## src/rtl/tank_pkg.sv

```systemverilog
// Shared tank-game definitions: screen bounds, keycodes and the bullet
// launcher state encoding. The left and right tank stages both import this.
package tank_pkg;

  // Playfield size. Both bounds are exclusive.
  localparam int unsigned SCREEN_W = 640;
  localparam int unsigned SCREEN_H = 480;

  // Keyboard codes used by the right tank.
  localparam logic [7:0] FIRE_KEY_R       = 8'h28;  // Enter
  localparam logic [7:0] TURRET_KEY_CW_R  = 8'h51;
  localparam logic [7:0] TURRET_KEY_CCW_R = 8'h52;

  // Launcher states. The S_ prefix keeps these literals from colliding
  // with the COOLDOWN timing parameter of the launcher modules.
  typedef enum logic [1:0] {
    S_IDLE     = 2'd0,
    S_FLYING   = 2'd1,
    S_COOLDOWN = 2'd2
  } launcher_state_e;

endpackage

```

## src/rtl/bullet_bounds_check.sv

```systemverilog
// Combinational next-position and screen-exit check for one bullet step.
// Ports:
//   pos_x_i, pos_y_i : current bullet position
//   vel_x_i, vel_y_i : two's-complement step vector
//   nx_o, ny_o       : position after the step, modulo 2^10
//   oob_o            : next position lies outside the screen
// A step that goes below zero wraps to a large unsigned value, so a single
// unsigned compare against the upper bound catches both screen edges.
module bullet_bounds_check #(
  parameter int unsigned SCREEN_W = tank_pkg::SCREEN_W,
  parameter int unsigned SCREEN_H = tank_pkg::SCREEN_H
) (
  input  logic [9:0] pos_x_i,
  input  logic [9:0] pos_y_i,
  input  logic [9:0] vel_x_i,
  input  logic [9:0] vel_y_i,
  output logic [9:0] nx_o,
  output logic [9:0] ny_o,
  output logic       oob_o
);

  always_comb begin
    nx_o  = pos_x_i + vel_x_i;
    ny_o  = pos_y_i + vel_y_i;
    oob_o = (32'(nx_o) >= SCREEN_W) || (32'(ny_o) >= SCREEN_H);
  end

endmodule

```

## src/rtl/bullet_launcher_r.sv

```systemverilog
// Right-tank bullet launcher. Latches the turret's motion vector and muzzle
// position on a fire keypress, steps the bullet once per clk2 edge and
// retires it on a hit, on leaving the screen or on reaching its lifetime,
// followed by a fixed cooldown before the next shot can be taken.
// Ports:
//   clk2          : frame tick, one edge = one bullet step
//   Reset         : synchronous, active-low
//   keycode       : current keyboard code
//   motion_x/y    : two's-complement step vector from the turret stage
//   init_x/y      : muzzle position from the turret stage
//   hit_in        : collision this step, retires the bullet
//   bullet_x/y    : current bullet position
//   bullet_active : bullet is drawn and collidable
//   busy          : launcher is FLYING or in COOLDOWN
//   shot_count    : shots fired (wraps)
//   hit_count     : flights ended by hit_in (wraps)
module bullet_launcher_r #(
  parameter logic [7:0]  FIRE_KEY = tank_pkg::FIRE_KEY_R,
  parameter int unsigned SCREEN_W = tank_pkg::SCREEN_W,
  parameter int unsigned SCREEN_H = tank_pkg::SCREEN_H,
  parameter int unsigned MAX_LIFE = 400,
  parameter int unsigned COOLDOWN = 30
) (
  input  logic       clk2,
  input  logic       Reset,
  input  logic [7:0] keycode,
  input  logic [9:0] motion_x,
  input  logic [9:0] motion_y,
  input  logic [9:0] init_x,
  input  logic [9:0] init_y,
  input  logic       hit_in,
  output logic [9:0] bullet_x,
  output logic [9:0] bullet_y,
  output logic       bullet_active,
  output logic       busy,
  output logic [7:0] shot_count,
  output logic [7:0] hit_count
);

  import tank_pkg::*;

  localparam int unsigned LIFE_W = (MAX_LIFE > 1) ? $clog2(MAX_LIFE) : 1;
  localparam int unsigned COOL_W = (COOLDOWN > 1) ? $clog2(COOLDOWN) : 1;

  localparam logic [LIFE_W-1:0] LIFE_LAST = LIFE_W'(MAX_LIFE - 1);
  localparam logic [COOL_W-1:0] COOL_LAST = COOL_W'(COOLDOWN - 1);

  launcher_state_e   state_q;
  logic [9:0]        bullet_x_q;
  logic [9:0]        bullet_y_q;
  logic [9:0]        vel_x_q;
  logic [9:0]        vel_y_q;
  logic [LIFE_W-1:0] life_q;
  logic [COOL_W-1:0] cool_q;
  logic              armed_q;
  logic              active_q;
  logic              busy_q;
  logic [7:0]        shot_q;
  logic [7:0]        hit_q;

  logic [9:0]        nx;
  logic [9:0]        ny;
  logic              oob;
  logic              fire_key;

  assign fire_key = (keycode == FIRE_KEY);

  bullet_bounds_check #(
    .SCREEN_W (SCREEN_W),
    .SCREEN_H (SCREEN_H)
  ) u_bounds (
    .pos_x_i (bullet_x_q),
    .pos_y_i (bullet_y_q),
    .vel_x_i (vel_x_q),
    .vel_y_i (vel_y_q),
    .nx_o    (nx),
    .ny_o    (ny),
    .oob_o   (oob)
  );

  always_ff @(posedge clk2) begin
    if (!Reset) begin
      state_q    <= S_IDLE;
      bullet_x_q <= '0;
      bullet_y_q <= '0;
      vel_x_q    <= '0;
      vel_y_q    <= '0;
      life_q     <= '0;
      cool_q     <= '0;
      armed_q    <= 1'b1;
      active_q   <= 1'b0;
      busy_q     <= 1'b0;
      shot_q     <= '0;
      hit_q      <= '0;
    end else begin
      // Re-arm on any edge the fire key is not held, in every state, so a
      // held key never auto-repeats. An accepted shot below clears it; the
      // two cannot coincide because a shot requires the fire key.
      if (!fire_key) begin
        armed_q <= 1'b1;
      end

      unique case (state_q)
        S_IDLE: begin
          if (armed_q && fire_key) begin
            state_q    <= S_FLYING;
            busy_q     <= 1'b1;
            active_q   <= 1'b1;
            armed_q    <= 1'b0;
            bullet_x_q <= init_x;
            bullet_y_q <= init_y;
            vel_x_q    <= motion_x;
            vel_y_q    <= motion_y;
            life_q     <= '0;
            shot_q     <= shot_q + 8'd1;
          end
        end

        S_FLYING: begin
          // Retire conditions in priority order; a hit always counts, even
          // when the bullet would also have left the screen this step.
          if (hit_in) begin
            state_q  <= S_COOLDOWN;
            active_q <= 1'b0;
            cool_q   <= '0;
            hit_q    <= hit_q + 8'd1;
          end else if (oob) begin
            state_q  <= S_COOLDOWN;
            active_q <= 1'b0;
            cool_q   <= '0;
          end else if (life_q == LIFE_LAST) begin
            state_q  <= S_COOLDOWN;
            active_q <= 1'b0;
            cool_q   <= '0;
          end else begin
            bullet_x_q <= nx;
            bullet_y_q <= ny;
            life_q     <= life_q + LIFE_W'(1);
          end
        end

        S_COOLDOWN: begin
          if (cool_q == COOL_LAST) begin
            state_q <= S_IDLE;
            busy_q  <= 1'b0;
            cool_q  <= '0;
          end else begin
            cool_q <= cool_q + COOL_W'(1);
          end
        end

        default: begin
          state_q  <= S_IDLE;
          busy_q   <= 1'b0;
          active_q <= 1'b0;
          cool_q   <= '0;
        end
      endcase
    end
  end

  assign bullet_x      = bullet_x_q;
  assign bullet_y      = bullet_y_q;
  assign bullet_active = active_q;
  assign busy          = busy_q;
  assign shot_count    = shot_q;
  assign hit_count     = hit_q;

endmodule

```

## config.mk

```make
export PLATFORM = sky130hd
export DESIGN_NAME = bullet_launcher_r
export DESIGN_NICKNAME = d
export VERILOG_FILES = /design/src/rtl/tank_pkg.sv /design/src/rtl/bullet_bounds_check.sv /design/src/rtl/bullet_launcher_r.sv
export SDC_FILE = /design/constraint.sdc
export NUM_CORES = 1
export LEC_CHECK = 0
export CELL_PAD_IN_SITES_DETAIL_PLACEMENT = 2
export CELL_PAD_IN_SITES_GLOBAL_PLACEMENT = 2
export CORE_MARGIN = 2
export CORE_UTILIZATION = 31
export DETAILED_ROUTE_END_ITERATION = 10
export HOLD_SLACK_MARGIN = 0.02
export PLACE_DENSITY = 0.87
export SLEW_MARGIN = 20
export SYNTH_ARGS = -nofsm -noshare
export SYNTH_HDL_FRONTEND = slang
export SYNTH_SLANG_ARGS = --single-unit
```

## constraint.sdc

```tcl
create_clock -name clk2 -period 3.16 [get_ports clk2]
set_clock_uncertainty 0.1 [all_clocks]
set_input_delay 0.948 -clock clk2 [delete_from_list [all_inputs] [get_ports clk2]]
set_output_delay 0.948 -clock clk2 [all_outputs]
set_load 0.01 [all_outputs]
```

* Word level (Yosys, flattened, before mapping) *
Cells that the tools add are included.

operators by class
  add/sub/neg operators = 6
  reduce and logical (&&, ||, !) cells = 11
  magnitude comparators = 2
  bitwise logic cells = 3
  eq/ne operators = 11
  mux-type cells = 36

operators with widths
  operator                                                                 count
  10-bit two-way mux                                                       8
  10-bit one-hot mux with 2 select lines                                   2
  9-bit two-way mux                                                        4
  10-bit adder                                                             2
  5-bit two-way mux                                                        4
  9-bit one-hot mux with 2 select lines                                    1
  8-bit by 1-bit adder with 8-bit output (second input constant)           2
  5-bit one-hot mux with 3 select lines                                    1
  10-bit >= comparator (second input constant)                             1
  10-bit by 9-bit >= comparator with 1-bit output (second input constant)  1
  2-bit two-way mux                                                        5
  2-bit != test (second input constant)                                    5
  9-bit by 1-bit adder with 9-bit output (second input constant)           1
  9-bit equality test (second input constant)                              1
  3-bit AND reduction                                                      3
  8-bit by 6-bit equality test with 1-bit output (second input constant)   1
  1-bit two-way mux                                                        8
  1-bit one-hot mux with 3 select lines                                    2
  2-bit one-hot mux with 3 select lines                                    1
  2-bit AND reduction                                                      3
  5-bit by 1-bit adder with 5-bit output (second input constant)           1
  5-bit equality test (second input constant)                              1
  5-bit AND reduction                                                      1
  4-bit != test (second input constant)                                    1
  7 further kinds                                                          9

word-level totals
  word-level logic and storage cells = 81
  output and inout bits = 38
  register bits after elaboration = 75
  bits of input ports = 51

* Logic depth before layout (Yosys ltp) *
Gate-level depths: netlist of run 1.

  depth after elaboration = 6
  depth in mapped cells = 10
  mapped depth without buffers = 9

* Hierarchy *
Synthesis of run 1 repeated with hierarchy kept, for this count alone.

second synthesis, totals
  cells, all modules = 515
  area total of the unflattened synthesis = 4,191.5 um^2

by module, submodules not included
  module               cells an instance  area each (um^2)  times used
  bullet_launcher_r    398                3,323.2           1
  bullet_bounds_check  117                868.3             1

* Least setup slack after synthesis of run 1 *
OpenSTA, ideal clock, no wires.

  path kind = flip-flop to flip-flop
  start point = register bullet_y_q[0], in the netlist bullet_y[0]
  end point = register life_q[3]
  buffers on the path = 0
  stages on the path, launching flop included = 10
  setup time = 0.122 ns
  arrival = 2.715 ns
  path slack = 0.223 ns
  path through = dfxtp_1 -> ha_1 -> fa_1 -> a211oi_2 -> nor2_1 -> a311oi_2 -> nor2_4 -> a311oi_4 -> a21oi_4 -> a311o_1

on the way
  word-level cells in the longest chain between the ends = 5

ends and longest elaborated chain
  what                                             line                       text
  from (decl)                                      bullet_launcher_r.sv:50    logic [9:0] bullet_y_q;
  from (signal assigned)                           bullet_launcher_r.sv:111   bullet_y_q <= init_y;
  from (signal assigned)                           bullet_launcher_r.sv:137   bullet_y_q <= ny;
  10-bit adder                                     bullet_bounds_check.sv:24  ny_o = pos_y_i + vel_y_i;
  10-bit by 9-bit >= comparator with 1-bit output  bullet_bounds_check.sv:25  oob_o = (32'(nx_o) >= SCREEN_W) || (32'(ny_o) >= SCREEN_H);
  1-bit logical OR                                 bullet_bounds_check.sv:25
  2-bit != test (no source line)                   n/a
  5-bit AND reduction (no source line)             n/a
  to (signal assigned)                             bullet_launcher_r.sv:138   life_q <= life_q + LIFE_W'(1);
  to (decl)                                        bullet_launcher_r.sv:53    logic [LIFE_W-1:0] life_q;

Every way passes these cells.
A chain may end at the register's enable or synchronous reset.

* Worst setup path after layout of run 1 *
  start point = input keycode[5]
  end point = register bullet_x_q[9], in the netlist bullet_x[9]

on the way
  word-level cells in the longest chain between the ends = 4

ends and longest elaborated chain
  what                                            line                      text
  from (decl)                                     bullet_launcher_r.sv:26   input logic [7:0] keycode,
  8-bit by 6-bit equality test with 1-bit output  bullet_launcher_r.sv:66   assign fire_key = (keycode == FIRE_KEY);
  1-bit logical AND                               bullet_launcher_r.sv:105  if (armed_q && fire_key) begin
  2-bit != test (no source line)                  n/a
  5-bit AND reduction (no source line)            n/a
  to (signal assigned)                            bullet_launcher_r.sv:110  bullet_x_q <= init_x;
  to (signal assigned)                            bullet_launcher_r.sv:136  bullet_x_q <= nx;
  to (decl)                                       bullet_launcher_r.sv:49   logic [9:0] bullet_x_q;

Every way passes these cells.

==> results of run 1 <==
-- cell type report --
type                    instances  area share, %
clock inverters                 6           1.53
multi-input cells             393           45.2
repair buffers                141           21.3
well taps                     180           3.59
clock buffers                  10           3.81
flip-flops and latches         75           24.0
inverters                       9          0.538
-- power breakdown --
part | leakage (nW) | internal, W | switching, W | total (W)
sequential | 0.605 | 0.000947 | 0.00000288 | 0.000950
combinational | 1.70 | 0.0000772 | 0.0000722 | 0.000149
clock | 0.161 | 0.000724 | 0.000488 | 0.00121
total | 2.46 | 0.00175 | 0.000563 | 0.00231
-- metal layers --
layer | global-route usage [%] | wire, µm | vias up
met5 | 0 | 0 | -
met3 | 5.53 | 1210 | 114
met2 | 51.5 | 12100 | 254
met4 | 18.9 | 1590 | 0
li1 | - | - | 2080
met1 | 32.8 | 9440 | 2466
-- placed cells by master (no fill, tap or decap), drive strengths merged, types with 3 or more instances in the layout --
cell type | synthesis | layout
xor2 | 14 | 14
or2 | 3 | 3
mux2i | 12 | 12
and3 | 8 | 8
o31ai | 3 | 3
o211ai | 5 | 5
nand3b | 4 | 4
nor2 | 33 | 33
nor4 | 4 | 4
and2 | 3 | 3
a21o | 6 | 6
nor2b | 4 | 4
nor4b | 4 | 4
nand4 | 7 | 7
o221ai | 3 | 3
nor3 | 8 | 8
nand2 | 97 | 97
o21ai | 13 | 13
a211oi | 16 | 16
a311oi | 15 | 15
a21oi | 37 | 37
inv | 8 | 11
clkdlybuf4s50 | 0 | 88
clkbuf | 21 | 10
a311o | 6 | 6
xnor2 | 13 | 13
and4 | 4 | 4
ha | 23 | 23
nand3 | 20 | 20
nand2b | 3 | 3
buf | 8 | 53
dfxtp | 75 | 75
-- kinds of logic (layout without fill, tap and decap cells) --
logic type	after synthesis	count (layout)
multiplexers	12	12
adder cells (fa/ha/maj)	25	25
AND/OR/NAND/NOR	208	208
buffers and inverters	38	166
XOR/XNOR	27	27
flip-flops	75	75
AO/OA/AOI/OAI	121	121
-- timing repair --
action	CTS	global route
hold endpoints to repair	0	0
hold buffers	0	0
endpoints found under the setup margin	31	37
resized for setup	5	29
pin swaps	4	13
buffers inserted	5	14
-- sequential cells by signal, summed over array words and instances (netlist names) --
name and cells:
life_q 9, cool_q 5, state_q 2, vel_y_q 10
hit_count 8, shot_count 8, busy 1, armed_q 1
bullet_y 10, bullet_active 1, vel_x_q 10, bullet_x 10
-- synthesized netlist by cell type (10+ instances only) --
library cell	number
nand2_1	97
dfxtp_1	75
a21oi_1	35
nor2_1	32
ha_1	23
clkbuf_1	21
nand3_1	20
xor2_1	14
xnor2_1	13
mux2i_1	12
a311oi_2	10
-- per-stage QoR --
stage               hold WS [ps]  cells
floorplan                    340    506
global placement             351    779
detailed placement           365    779
CTS                          374    800
global route                 400    814
finish                       372    814
-- worst min-delay path, cell delays in order (launching register included) --
cell	delay, ps
dfxtp_1	320
nand2_1	60
a21oi_1	50
-- final timing paths --
check,from,end,slack (ps),cells past startpoint
setup / recovery,keycode[5],bullet_x[9],-120,8
hold / removal,vel_x_q[4],vel_x_q[4],370,2
setup reg to reg,vel_y_q[0],life_q[8],-110,11
hold reg to reg,vel_x_q[4],vel_x_q[4],370,2
==> flow_summary.rst, run 1 <==
.. list-table::
   :header-rows: 1

   * - Metric
     - Value
   * - Starting density of the core
     - 31.6%
   * - Number of synthesis warnings
     - 0
   * - Overall routed net length
     - around 24 mm
   * - Count of filler cells inserted in the layout
     - 1481
   * - Post-synthesis compound-gate area fraction
     - 23.2%
   * - DR vias
     - around 4.9k
   * - Setup Slack @ Placement
     - -409 ps
   * - Synth async-reset ratio
     - 0%
   * - First DRT Iteration DRCs
     - 410
   * - Final cell utilization of the core
     - approximately 46%
   * - Largest incremental delay on the critical path
     - 550 ps
   * - Mux share of post-synthesis cell area
     - 2.76%
   * - Top cell type by total area after synthesis
     - dfxtp_1
   * - Ordered cell list for the critical path
     - clkdlybuf4s50_1 -> nor4b_1 -> and2_1 -> nand2_1 -> or2_2 -> buf_4 -> o2111ai_2 -> o41ai_4
   * - DRC violations left
     - 0
   * - H-tree levels
     - 3
   * - Summed area of non-filler cells in the final layout
     - 6280 µm²
   * - Number of antenna cells inserted
     - 0
   * - Top delay family on crit path
     - simple AND/OR/NAND/NOR gates
   * - Leakage power
     - 2.46 nW
   * - Via count of the first global-routing pass
     - 5247
   * - Global-route congestion overflow total
     - 0
   * - Avg Inst Size Synth
     - between 8 and 9 µm²
   * - FF/Latch Area
     - around 1500 µm²
   * - DR WL/cell
     - 29.9 µm
   * - Area share of the largest cell type after synthesis
     - 34.5%
   * - Count of max-cap constraint violations
     - 0
   * - Type of origin of the critical path
     - input pin
   * - Count of input and output buffers
     - between 80 and 90
   * - Maximum resistive drop on vdd
     - 0.335 mV
   * - Leading post-synthesis cells by cell area
     - dfxtp_1, nand2_1, ha_1, a21oi_1, a311oi_2
   * - Classification of the worst setup path
     - in -> reg
   * - Die H
     - ~120 µm
   * - Fraction of final layout cells sized beyond drive strength 1
     - 19.9%
   * - Count of boundary I/O pins
     - between 80 and 90
   * - Part of the cycle the worst path needs
     - 104%
   * - Synthesized cell area
     - 4350 µm²
   * - Last weighted congestion value of the routability-driven placer
     - 0.819
   * - CTS buffer count
     - 9
   * - Number of hold-slack violations in the final timing report
     - 0
   * - Number of standard cells after synthesis
     - 506
   * - Sinks on the clock net
     - 75
   * - Worst EP required
     - 3290 ps
   * - Max frequency
     - roughly 300 MHz
   * - Number of storage elements in the synthesis netlist
     - 75
   * - Final-report max-slew violation count
     - 0
   * - Maximum clock path buffer count
     - 2
   * - Slowest cell on the critical path
     - nor4b_1
   * - Clock-pin slew on the worst setup and hold paths
     - 70 ps
   * - Antenna Nets Post-Route
     - 0
   * - Number of failing setup endpoints in the final timing report
     - 39
   * - Class of the tightest hold or removal check
     - reg -> reg
   * - Count of TritonRoute iterations in the first routing pass
     - 5
   * - Violated checks
     - setup timing
   * - Count of flip-flops with a built-in enable after synthesis
     - 0
   * - Tot Pwr
     - between 0.002 and 0.0025 W
   * - Number of vias per cell
     - 6.04
   * - Combinational family with the most area after synthesis
     - compound AO/OA/AOI/OAI gates
   * - Power density relative to cell area
     - around 370 nW/µm²
   * - Layout Area Growth over Synthesis
     - 44.3%
   * - FP Rows
     - 43
   * - Core footprint
     - 13800 µm²
   * - Outcome
     - finished, violations left
   * - Total global-route track usage
     - 29.5%
   * - Post-place instance area
     - 5590 µm²
   * - Initial antenna violation count
     - 0
   * - HPWL after detailed placement
     - 12.9 mm
   * - Wire length of the first global-routing pass
     - approximately 33 mm
   * - Sequential area share after synthesis
     - 34.5%
   * - Area of the multi-input gates
     - ~2800 µm²
   * - Worst Setup Slack, final
     - -125 ps
   * - Max-slew headroom at the worst pin
     - 46.0%
   * - Main synth FF type
     - dfxtp_1
   * - Number of nets in the layout
     - 705
   * - Number of distinct library cells after synthesis
     - 68
   * - Worst slew pin tran
     - 803 ps
   * - Nets in the synthesized netlist
     - around 580
   * - Final TNS setup
     - -2060 ps
   * - Largest net degree at the start of global routing
     - 31
   * - Simple logic cell fraction of the synthesized area
     - 22.7%
   * - Chip width
     - 122 µm
   * - Adder and majority gate portion of the synthesized area
     - 7.54%
   * - CTS tree
     - built
   * - Total Die Area
     - 15000 µm²
   * - Critical path buffers and inverters
     - 2
   * - Setup repair after global routing missed its margin
     - true
   * - Xor and xnor area share after synthesis
     - 5.44%
   * - Capturing element type of the critical path
     - flip-flop
   * - Clock Latency Late Sink
     - 360 ps
   * - Clock period minus worst slack
     - 3280 ps
   * - Data arrival at the endpoint of the critical path
     - 3420 ps
   * - Peak fanout along the critical path
     - 23
   * - Root cell of the clock tree
     - clkbuf_16
Power figures use the tool's default switching activity.
==> inputs of run 2 (changes only) <==
Settings changed: CORE_UTILIZATION 31 to 30, SYNTH_HIERARCHICAL set to 1.
==> run 2 against run 1 <==
Effect of this change:
- the flow still finishes with violations (setup timing)
- area after synthesis is 3.7% lower
- core utilization up 0.57 points
- clock power about the same
- global-route usage decreased by 3.7 points
- fmax decreased by 13%
- critical path type is now reg -> reg
- highest routed layer unchanged
==> flow_summary.rst, run 2 <==
.. list-table::
   :header-rows: 1

   * - Metric
     - Value
   * - Number of cells on the worst reg-to-reg path
     - 15 (+4)
   * - Global-route congestion overflow total
     - 0 (unchanged)
   * - Critical path buffers and inverters
     - 3 (+1)
   * - Antenna Nets Post-Route
     - 0 (unchanged)
   * - Largest net degree at the start of global routing
     - 33 (+6.5%)
   * - Post-route non-filler standard cell count
     - 820 (+0.74%)
   * - Max-slew headroom at the worst pin
     - 45.1% (-0.90 points)
   * - Maximum clock path buffer count
     - 2 (unchanged)
   * - Last weighted congestion value of the routability-driven placer
     - 0.791 (-3.5%)
   * - Wire length of the first global-routing pass
     - 29.1 mm (-11%)
   * - Startpoint of the most critical register-to-register path
     - vel_y_q[0]
   * - Number of distinct library cells after synthesis
     - 63 (-7.4%)
   * - Switch share
     - 21.7% (-2.7 points)
   * - Synth async-reset ratio
     - 0% (unchanged)
   * - Combinational fraction of design power
     - 5.8% (-0.7 points)
   * - Count of filler cells inserted in the layout
     - 1483 (+0.14%)
   * - First DRT Iteration DRCs
     - 251 (-39%)
   * - Number of failing setup endpoints in the final timing report
     - 37 (-5.1%)
   * - Switch Pwr
     - 0.000502 W (-11%)
   * - Worst EP required
     - 3270 ps (-20 ps)
   * - FP Rows
     - 43 (unchanged)
   * - Area share of the largest cell type after synthesis
     - 35.8% (+1.3 points)
   * - Avg Inst Size Synth
     - 8.14 µm² (-5.3%)
   * - Tot Pwr
     - 0.00232 W (+0.21%)
   * - Startpoint of the most critical setup path
     - vel_y_q[0]
   * - Synthesized cell area
     - 4190 µm² (-3.7%)
   * - HPWL after detailed placement
     - 11.3 mm (-13%)
   * - Worst slew pin tran
     - 823 ps (+19.7 ps)
   * - Outcome
     - finished, violations left
   * - Capturing element type of the critical path
     - flip-flop
   * - Violated checks
     - setup timing
   * - CTS buffer count
     - 9 (unchanged)
   * - Clock network power share
     - 53.2% (+0.8 points)
   * - Source of the worst hold timing path
     - vel_y_q[4]
   * - Worst Setup Slack, final
     - -605 ps (-480 ps)
   * - Internal power
     - 0.00181 W (+3.7%)
   * - Number of standard cells after synthesis
     - 515 (+1.8%)
   * - Count of input and output buffers
     - 88 (unchanged)
   * - Layout Area Growth over Synthesis
     - 51.7%
   * - Sinks on the clock net
     - 75 (unchanged)
   * - Peak fanout along the critical path
     - 4 (-83%)
   * - Ranking of synthesized cells by instance count
     - nand2_1, dfxtp_1, a21oi_1, nor3_1
   * - Sequential area share after synthesis
     - 35.8% (+1.3 points)
   * - Chip width
     - 122 µm (-0.22%)
   * - Type of origin of the critical path
     - flip-flop
   * - Ordered cell list for the critical path
     - ha_4 -> inv_2 -> fa_2 -> nand2b_4 -> a211oi_4 -> nor4_2 -> a211o_1 -> nand4_1 -> o211ai_1 -> nor4b_4 -> a21boi_4 -> buf_4 -> nand2b_4 -> clkbuf_16 -> a311oi_1
   * - Total Die Area
     - 14900 µm² (-0.43%)
   * - Final-report max-slew violation count
     - 0 (unchanged)
   * - Class of the tightest hold or removal check
     - reg -> reg
   * - Number of hold-slack violations in the final timing report
     - 0 (unchanged)
   * - Power share of the sequential group
     - 41.1% (about the same)
   * - FF/Latch Area
     - 1510 µm² (+0.25%)
   * - DRC violations left
     - 0 (unchanged)
   * - Number of vias per cell
     - 5.70 (-5.5%)
   * - End of the worst hold path
     - vel_y_q[4]
   * - Number of nets in the layout
     - 711 (+0.85%)
   * - Most common cell after layout, fill and taps aside
     - nand2_1
   * - Maximum resistive drop on vdd
     - 0.255 mV (-24%)
   * - Fraction of final layout cells sized beyond drive strength 1
     - 20.5% (+0.59 points)
   * - Setup repair after global routing missed its margin
     - true
   * - Max frequency
     - 266 MHz (-13%)
   * - Leakage power
     - 2.32 nW (-5.9%)
   * - Final TNS setup
     - -18660 ps (-16600 ps)
   * - Via count of the first global-routing pass
     - 5192 (-1.0%)
   * - Power density relative to cell area
     - 364 nW/µm² (-1.0%)
   * - Count of max-cap constraint violations
     - 0 (unchanged)
   * - Clock period minus worst slack
     - 3770 ps (+480 ps)
   * - Root cell of the clock tree
     - clkbuf_16
   * - Area of the multi-input gates
     - 2800 µm² (-1.4%)
   * - Top cell type by total area after synthesis
     - dfxtp_1
   * - Number of antenna cells inserted
     - 0 (unchanged)
   * - Top delay family on crit path
     - compound AO/OA/AOI/OAI gates
   * - Most instantiated library cell after synthesis
     - nand2_1
   * - Slowest cell on the critical path
     - nor4b_4
   * - R2R setup slack
     - -610 ps (-500 ps)
   * - Overall routed net length
     - 20.9 mm (-14%)
   * - Total global-route track usage
     - 25.8% (-3.7 points)
   * - Data arrival at the endpoint of the critical path
     - 3870 ps (+450 ps)
   * - Count of boundary I/O pins
     - 89 (unchanged)
   * - Nets in the synthesized netlist
     - 591 (+1.5%)
   * - Most frequent cell on the critical path
     - nand2b_4
   * - Starting density of the core
     - 30.4% (-1.2 points)
   * - Leading post-synthesis cells by cell area
     - dfxtp_1, nand2_1, ha_1, a21oi_1, a311oi_1
   * - Clock Latency Late Sink
     - 350 ps (about the same)
   * - H-tree levels
     - 3 (unchanged)
   * - Cell count after placement
     - 782 (+0.39%)
   * - Number of storage elements in the synthesis netlist
     - 75 (unchanged)
   * - Largest incremental delay on the critical path
     - 380 ps (-170 ps)
   * - Commonest cells after routing, fill and taps aside
     - nand2_1, clkdlybuf4s50_1, dfxtp_1
   * - Worst Hold Depth
     - 2 (unchanged)
   * - DR vias
     - 4677 (-4.8%)
   * - DR WL/cell
     - 25.5 µm (-15%)
   * - Core footprint
     - 13800 µm² (unchanged)
   * - Number of synthesis warnings
     - 6 (+6)
   * - Clock-pin slew on the worst setup and hold paths
     - 60 ps (about the same)
   * - CTS tree
     - built
   * - Classification of the worst setup path
     - reg -> reg
   * - Part of the cycle the worst path needs
     - 119% (+15 points)
   * - Final cell utilization of the core
     - 46.2% (+0.57 points)
   * - R2r endpoint
     - bullet_y[6]
   * - Count of flip-flops with a built-in enable after synthesis
     - 0 (unchanged)
   * - Count of TritonRoute iterations in the first routing pass
     - 4 (-1)
   * - Initial antenna violation count
     - 0 (unchanged)
   * - Die H
     - 122 µm (-0.22%)
   * - Main synth FF type
     - dfxtp_1
   * - Instance count on the critical path
     - 15 (+7)
==> run 2: changes by cell type in the layout (fill, tap and decap cells not counted), sizes merged, moves of 9 or more <==
cell / before / now
nor3: 8 / 26
a211oi: 16 / 4
mux2i: 12 / 0
nor2: 33 / 23
a311oi: 15 / 24
inv: 11 / 20
==> run 2: worst max path at each step <==
stage	endpoint	slack, ps
2_1_floorplan	bullet_x[0]	20
3_3_place_gp	life_q[2]	60
3_5_place_dp	bullet_y[7]	-140
4_1_cts	life_q[6]	-40
5_1_grt	bullet_y[9]	-680
6_report	bullet_y[6]	-610
==> run 2: what timing repair did <==
item                       4_1_cts  5_1_grt
cloned                           2        1
buffers inserted                12       10
pin swaps                       32       23
resized for setup               48       24
hold buffers                     0        0
setup endpoints to repair       33       37
==> run 2: logic make-up after synthesis <==
logic type / Yosys count / share of synthesized area, %
AND/OR/NAND/NOR: 224 / 26.1
AO/OA/AOI/OAI: 117 / 19.9
flip-flops: 75 / 35.8
buffers and inverters: 50 / 5.37
adder cells (fa/ha/maj): 25 / 7.82
XOR/XNOR: 24 / 5.01
==> run 2: worst register-to-register path, delay by kind of cell, from the launching register on <==
| family | cells | cell delay [ps] |
|---|---|---|
| AOI/OAI and AO/OA | 5 | 1260 |
| adders and majority gates | 2 | 510 |
| buffers and inverters | 3 | 400 |
| DFF | 1 | 360 |
| and+or+nand+nor | 5 | 990 |
==> run 2: layout make-up <==
| type | instances | area share (%) |
|---|---|---|
| clock buffer | 11 | 3.82 |
| clock inverter | 5 | 1.57 |
| inverter | 20 | 1.18 |
| multi-input combinational | 390 | 44.0 |
| sequential | 75 | 23.7 |
| tap | 180 | 3.54 |
| timing repair buffer | 139 | 22.1 |
==> run 2: power by group through the flow <==
| stage | clock [W] | combinational (W) | sequential [W] |
|---|---|---|---|
| finish | 0.00123 | 0.000133 | 0.000951 |
| global route | 0.00128 | 0.000141 | 0.000950 |
| CTS | 0.00124 | 0.000125 | 0.000950 |
| detailed placement | 0 | 0.000121 | 0.000971 |
| global placement | 0 | 0.000117 | 0.000971 |
| floorplan | 0 | 0.0000337 | 0.000971 |
==> run 2: per-stage QoR <==
step / area (µm²) / hold WS (ps) / worst slack, ps
2_1_floorplan: 4210 / 336 / 21.3
5_1_grt: 6360 / 402 / -685
4_1_cts: 6150 / 363 / -39.0
6_report: 6360 / 380 / -605
3_3_place_gp: 5420 / 347 / 60.5
3_5_place_dp: 5420 / 356 / -139
==> run 2: routing by layer <==
layer / up-vias / track usage [%] / routed length (µm)
li1: 2094 / - / -
met1: 2381 / 28.7 / 8380
met2: 150 / 46.3 / 10900
met3: 52 / 5.62 / 798
met4: 0 / 12.4 / 865
met5: - / 0 / 0
==> inputs of run 3 (changes only) <==
Settings changed: REMOVE_ABC_BUFFERS set to 1, SLEW_MARGIN 20 to not set.
==> run 3 against run 2 <==
Effect of this change:
- the flow still finishes with violations (setup timing)
- wire length grew 1.0%
- first-iteration DRC count grew 15%
- sequential power is essentially flat
- via count grew 1.1%
- fmax grew 4.5%
- core utilization grew 0.35 points
- register-to-register slack gained 160 ps
- critical path type unchanged
- critical endpoint is now bullet_y[0]
- final area grew 0.77%
==> flow_summary.rst, run 3 (synthesis results as in run 2) <==
.. list-table::
   :header-rows: 1

   * - Metric
     - Value
   * - Clock-pin slew on the worst setup and hold paths
     - 60 ps (about the same)
   * - Class of the tightest hold or removal check
     - reg -> reg
   * - Worst slew pin tran
     - 720 ps (-103 ps)
   * - Worst Hold Depth
     - 2 (unchanged)
   * - Number of nets in the layout
     - 724 (+1.8%)
   * - Capturing element type of the critical path
     - flip-flop
   * - R2r endpoint
     - bullet_y[0]
   * - Die H
     - 122 µm (unchanged)
   * - R2R setup slack
     - -440 ps (+160 ps)
   * - Layout Area Growth over Synthesis
     - 52.8%
   * - Count of max-cap constraint violations
     - 0 (unchanged)
   * - Peak fanout along the critical path
     - 6 (+2)
   * - Count of TritonRoute iterations in the first routing pass
     - 4 (unchanged)
   * - Leakage power
     - 2.35 nW (+1.5%)
   * - First DRT Iteration DRCs
     - 289 (+15%)
   * - DR WL/cell
     - 25.4 µm (-0.57%)
   * - Count of filler cells inserted in the layout
     - 1490 (+0.47%)
   * - DRC violations left
     - 0 (unchanged)
   * - Instance count on the critical path
     - 15 (unchanged)
   * - Core footprint
     - 13800 µm² (unchanged)
   * - CTS tree
     - built
   * - Last weighted congestion value of the routability-driven placer
     - 0.824 (+4.2%)
   * - End of the worst hold path
     - vel_y_q[4]
   * - Sinks on the clock net
     - 75 (unchanged)
   * - Startpoint of the most critical register-to-register path
     - bullet_y[0]
   * - Max frequency
     - 278 MHz (+4.5%)
   * - FP Rows
     - 43 (unchanged)
   * - Top delay family on crit path
     - compound AO/OA/AOI/OAI gates
   * - DR vias
     - 4729 (+1.1%)
   * - Number of failing setup endpoints in the final timing report
     - 33 (-11%)
   * - Switch share
     - 23.8% (+2.1 points)
   * - Post-route non-filler standard cell count
     - 833 (+1.6%)
   * - Initial antenna violation count
     - 0 (unchanged)
   * - Via count of the first global-routing pass
     - 5521 (+6.3%)
   * - Final cell utilization of the core
     - 46.5% (+0.35 points)
   * - Antenna Nets Post-Route
     - 0 (unchanged)
   * - Combinational fraction of design power
     - 6.3% (+0.5 points)
   * - Part of the cycle the worst path needs
     - 114% (-5.1 points)
   * - Root cell of the clock tree
     - clkbuf_16
   * - Power share of the sequential group
     - 43.6% (+2.5 points)
   * - Fraction of final layout cells sized beyond drive strength 1
     - 22.5% (+2.0 points)
   * - Switch Pwr
     - 0.000519 W (+3.3%)
   * - Overall routed net length
     - 21.1 mm (+1.0%)
   * - Most common cell after layout, fill and taps aside
     - nand2_1
   * - CTS buffer count
     - 9 (unchanged)
   * - H-tree levels
     - 3 (unchanged)
   * - Count of input and output buffers
     - 88 (unchanged)
   * - FF/Latch Area
     - 1510 µm² (+0.33%)
   * - Power density relative to cell area
     - 340 nW/µm² (-6.7%)
   * - Commonest cells after routing, fill and taps aside
     - nand2_1, clkdlybuf4s50_1, dfxtp_1
   * - Maximum clock path buffer count
     - 2 (unchanged)
   * - Final-report max-slew violation count
     - 0 (unchanged)
   * - Worst EP required
     - 3280 ps (about the same)
   * - Internal power
     - 0.00166 W (-8.5%)
   * - Number of cells on the worst reg-to-reg path
     - 15 (unchanged)
   * - Clock period minus worst slack
     - 3600 ps (-162 ps)
   * - Starting density of the core
     - 30.4% (unchanged)
   * - Largest net degree at the start of global routing
     - 33 (unchanged)
   * - Source of the worst hold timing path
     - vel_y_q[4]
   * - Maximum resistive drop on vdd
     - 0.281 mV (+10%)
   * - Largest incremental delay on the critical path
     - 380 ps (about the same)
   * - HPWL after detailed placement
     - 11.5 mm (+1.4%)
   * - Total global-route track usage
     - 27.2% (+1.4 points)
   * - Critical path buffers and inverters
     - 3 (unchanged)
   * - Violated checks
     - setup timing
   * - Setup repair after global routing missed its margin
     - true
   * - Clock Latency Late Sink
     - 360 ps (about the same)
   * - Cell count after placement
     - 788 (+0.77%)
   * - Ordered cell list for the critical path
     - ha_4 -> inv_2 -> fa_2 -> nand2b_4 -> a211oi_2 -> nor4_1 -> a211o_1 -> nand4_1 -> o211ai_1 -> nor4b_4 -> a21boi_4 -> buf_4 -> buf_16 -> nor3_1 -> a311oi_1
   * - Area of the multi-input gates
     - 2850 µm² (+1.7%)
   * - Number of hold-slack violations in the final timing report
     - 0 (unchanged)
   * - Slowest cell on the critical path
     - nor4b_4
   * - Global-route congestion overflow total
     - 0 (unchanged)
   * - Chip width
     - 122 µm (unchanged)
   * - Total Die Area
     - 14900 µm² (unchanged)
   * - Number of antenna cells inserted
     - 0 (unchanged)
   * - Classification of the worst setup path
     - reg -> reg
   * - Setup Slack @ Placement
     - -387 ps (-248 ps)
   * - Count of boundary I/O pins
     - 89 (unchanged)
   * - Worst Setup Slack, final
     - -443 ps (+162 ps)
   * - Type of origin of the critical path
     - flip-flop
   * - Outcome
     - finished, violations left
   * - Wire length of the first global-routing pass
     - 30.5 mm (+4.8%)
   * - Max-slew headroom at the worst pin
     - 51.8% (+6.6 points)
   * - Data arrival at the endpoint of the critical path
     - 3720 ps (-150 ps)
   * - Post-CTS Hold Buffers
     - 0 (unchanged)
   * - Clock network power share
     - 50.1% (-3.1 points)
   * - Number of vias per cell
     - 5.68 (-0.47%)
-- run 3: changes by cell type in the layout (fill, tap and decap cells not counted), sizes merged --
cell,previous run,this run
buf,50,64
bufinv,3,1
clkbuf,12,14
clkinv,2,1
-- run 3: worst reg2reg max path, cell delays in order (launching register included) --
cell      delay [ps]
dfxtp_2          360
ha_4             140
inv_2             40
fa_2             340
nand2b_4         180
a211oi_2         250
nor4_1           110
a211o_1          270
nand4_1          100
o211ai_1         210
nor4b_4          380
a21boi_4         310
buf_4            180
buf_16           120
nor3_1            50
a311oi_1         340
-- run 3: power groups by stage --
stage / registers (W) / clock network (W) / logic, W
after floorplan: 0.000971 / 0 / 0.0000291
after global placement: 0.000971 / 0 / 0.000119
after CTS: 0.000950 / 0.00107 / 0.000129
final: 0.000950 / 0.00109 / 0.000137
after global routing: 0.000950 / 0.00114 / 0.000144
after detailed placement: 0.000971 / 0 / 0.000124
-- run 3: stage by stage --
stage	TNS, ps	hold WS [ps]	power [W]	area [µm²]
final	-10420	362	0.00218	6410
after global routing	-14040	379	0.00223	6410
after CTS	0	367	0.00214	6160
after detailed placement	-8360	359	0.00109	5450
after global placement	-2060	344	0.00109	5450
after floorplan	-23130	336	0.00100	4040
-- run 3: timing repair --
| action | in CTS | in global routing |
|---|---|---|
| resized for setup | 54 | 29 |
| setup endpoints to repair | 35 | 37 |
| gates cloned | 2 | 0 |
| pin swaps | 27 | 29 |
| setup buffers | 14 | 13 |
-- run 3: how the worst max path moves through the flow --
stage	from	end
2_1_floorplan	bullet_y[0]	life_q[5]
3_3_place_gp	bullet_y[0]	life_q[5]
3_5_place_dp	bullet_y[0]	bullet_y[9]
4_1_cts	bullet_y[0]	bullet_x[5]
5_1_grt	vel_y_q[0]	bullet_y[0]
6_report	bullet_y[0]	bullet_y[0]
-- run 3: final cells by class --
| class | count | area share [%] |
|---|---|---|
| clock buffer | 14 | 3.96 |
| clock inverter | 2 | 0.547 |
| inverter | 20 | 1.17 |
| multi-input combinational | 390 | 44.5 |
| sequential | 75 | 23.6 |
| tap | 180 | 3.52 |
| timing repair buffer | 152 | 22.7 |
-- run 3: routing by layer --
| metal | up-vias | wire (µm) | global-route usage [%] |
|---|---|---|---|
| li1 | 2117 | - | - |
| met3 | 65 | 869 | 4.26 |
| met4 | 0 | 931 | 17.1 |
| met1 | 2380 | 8090 | 28.7 |
| met2 | 167 | 11200 | 49.9 |
| met5 | - | 0 | 0 |
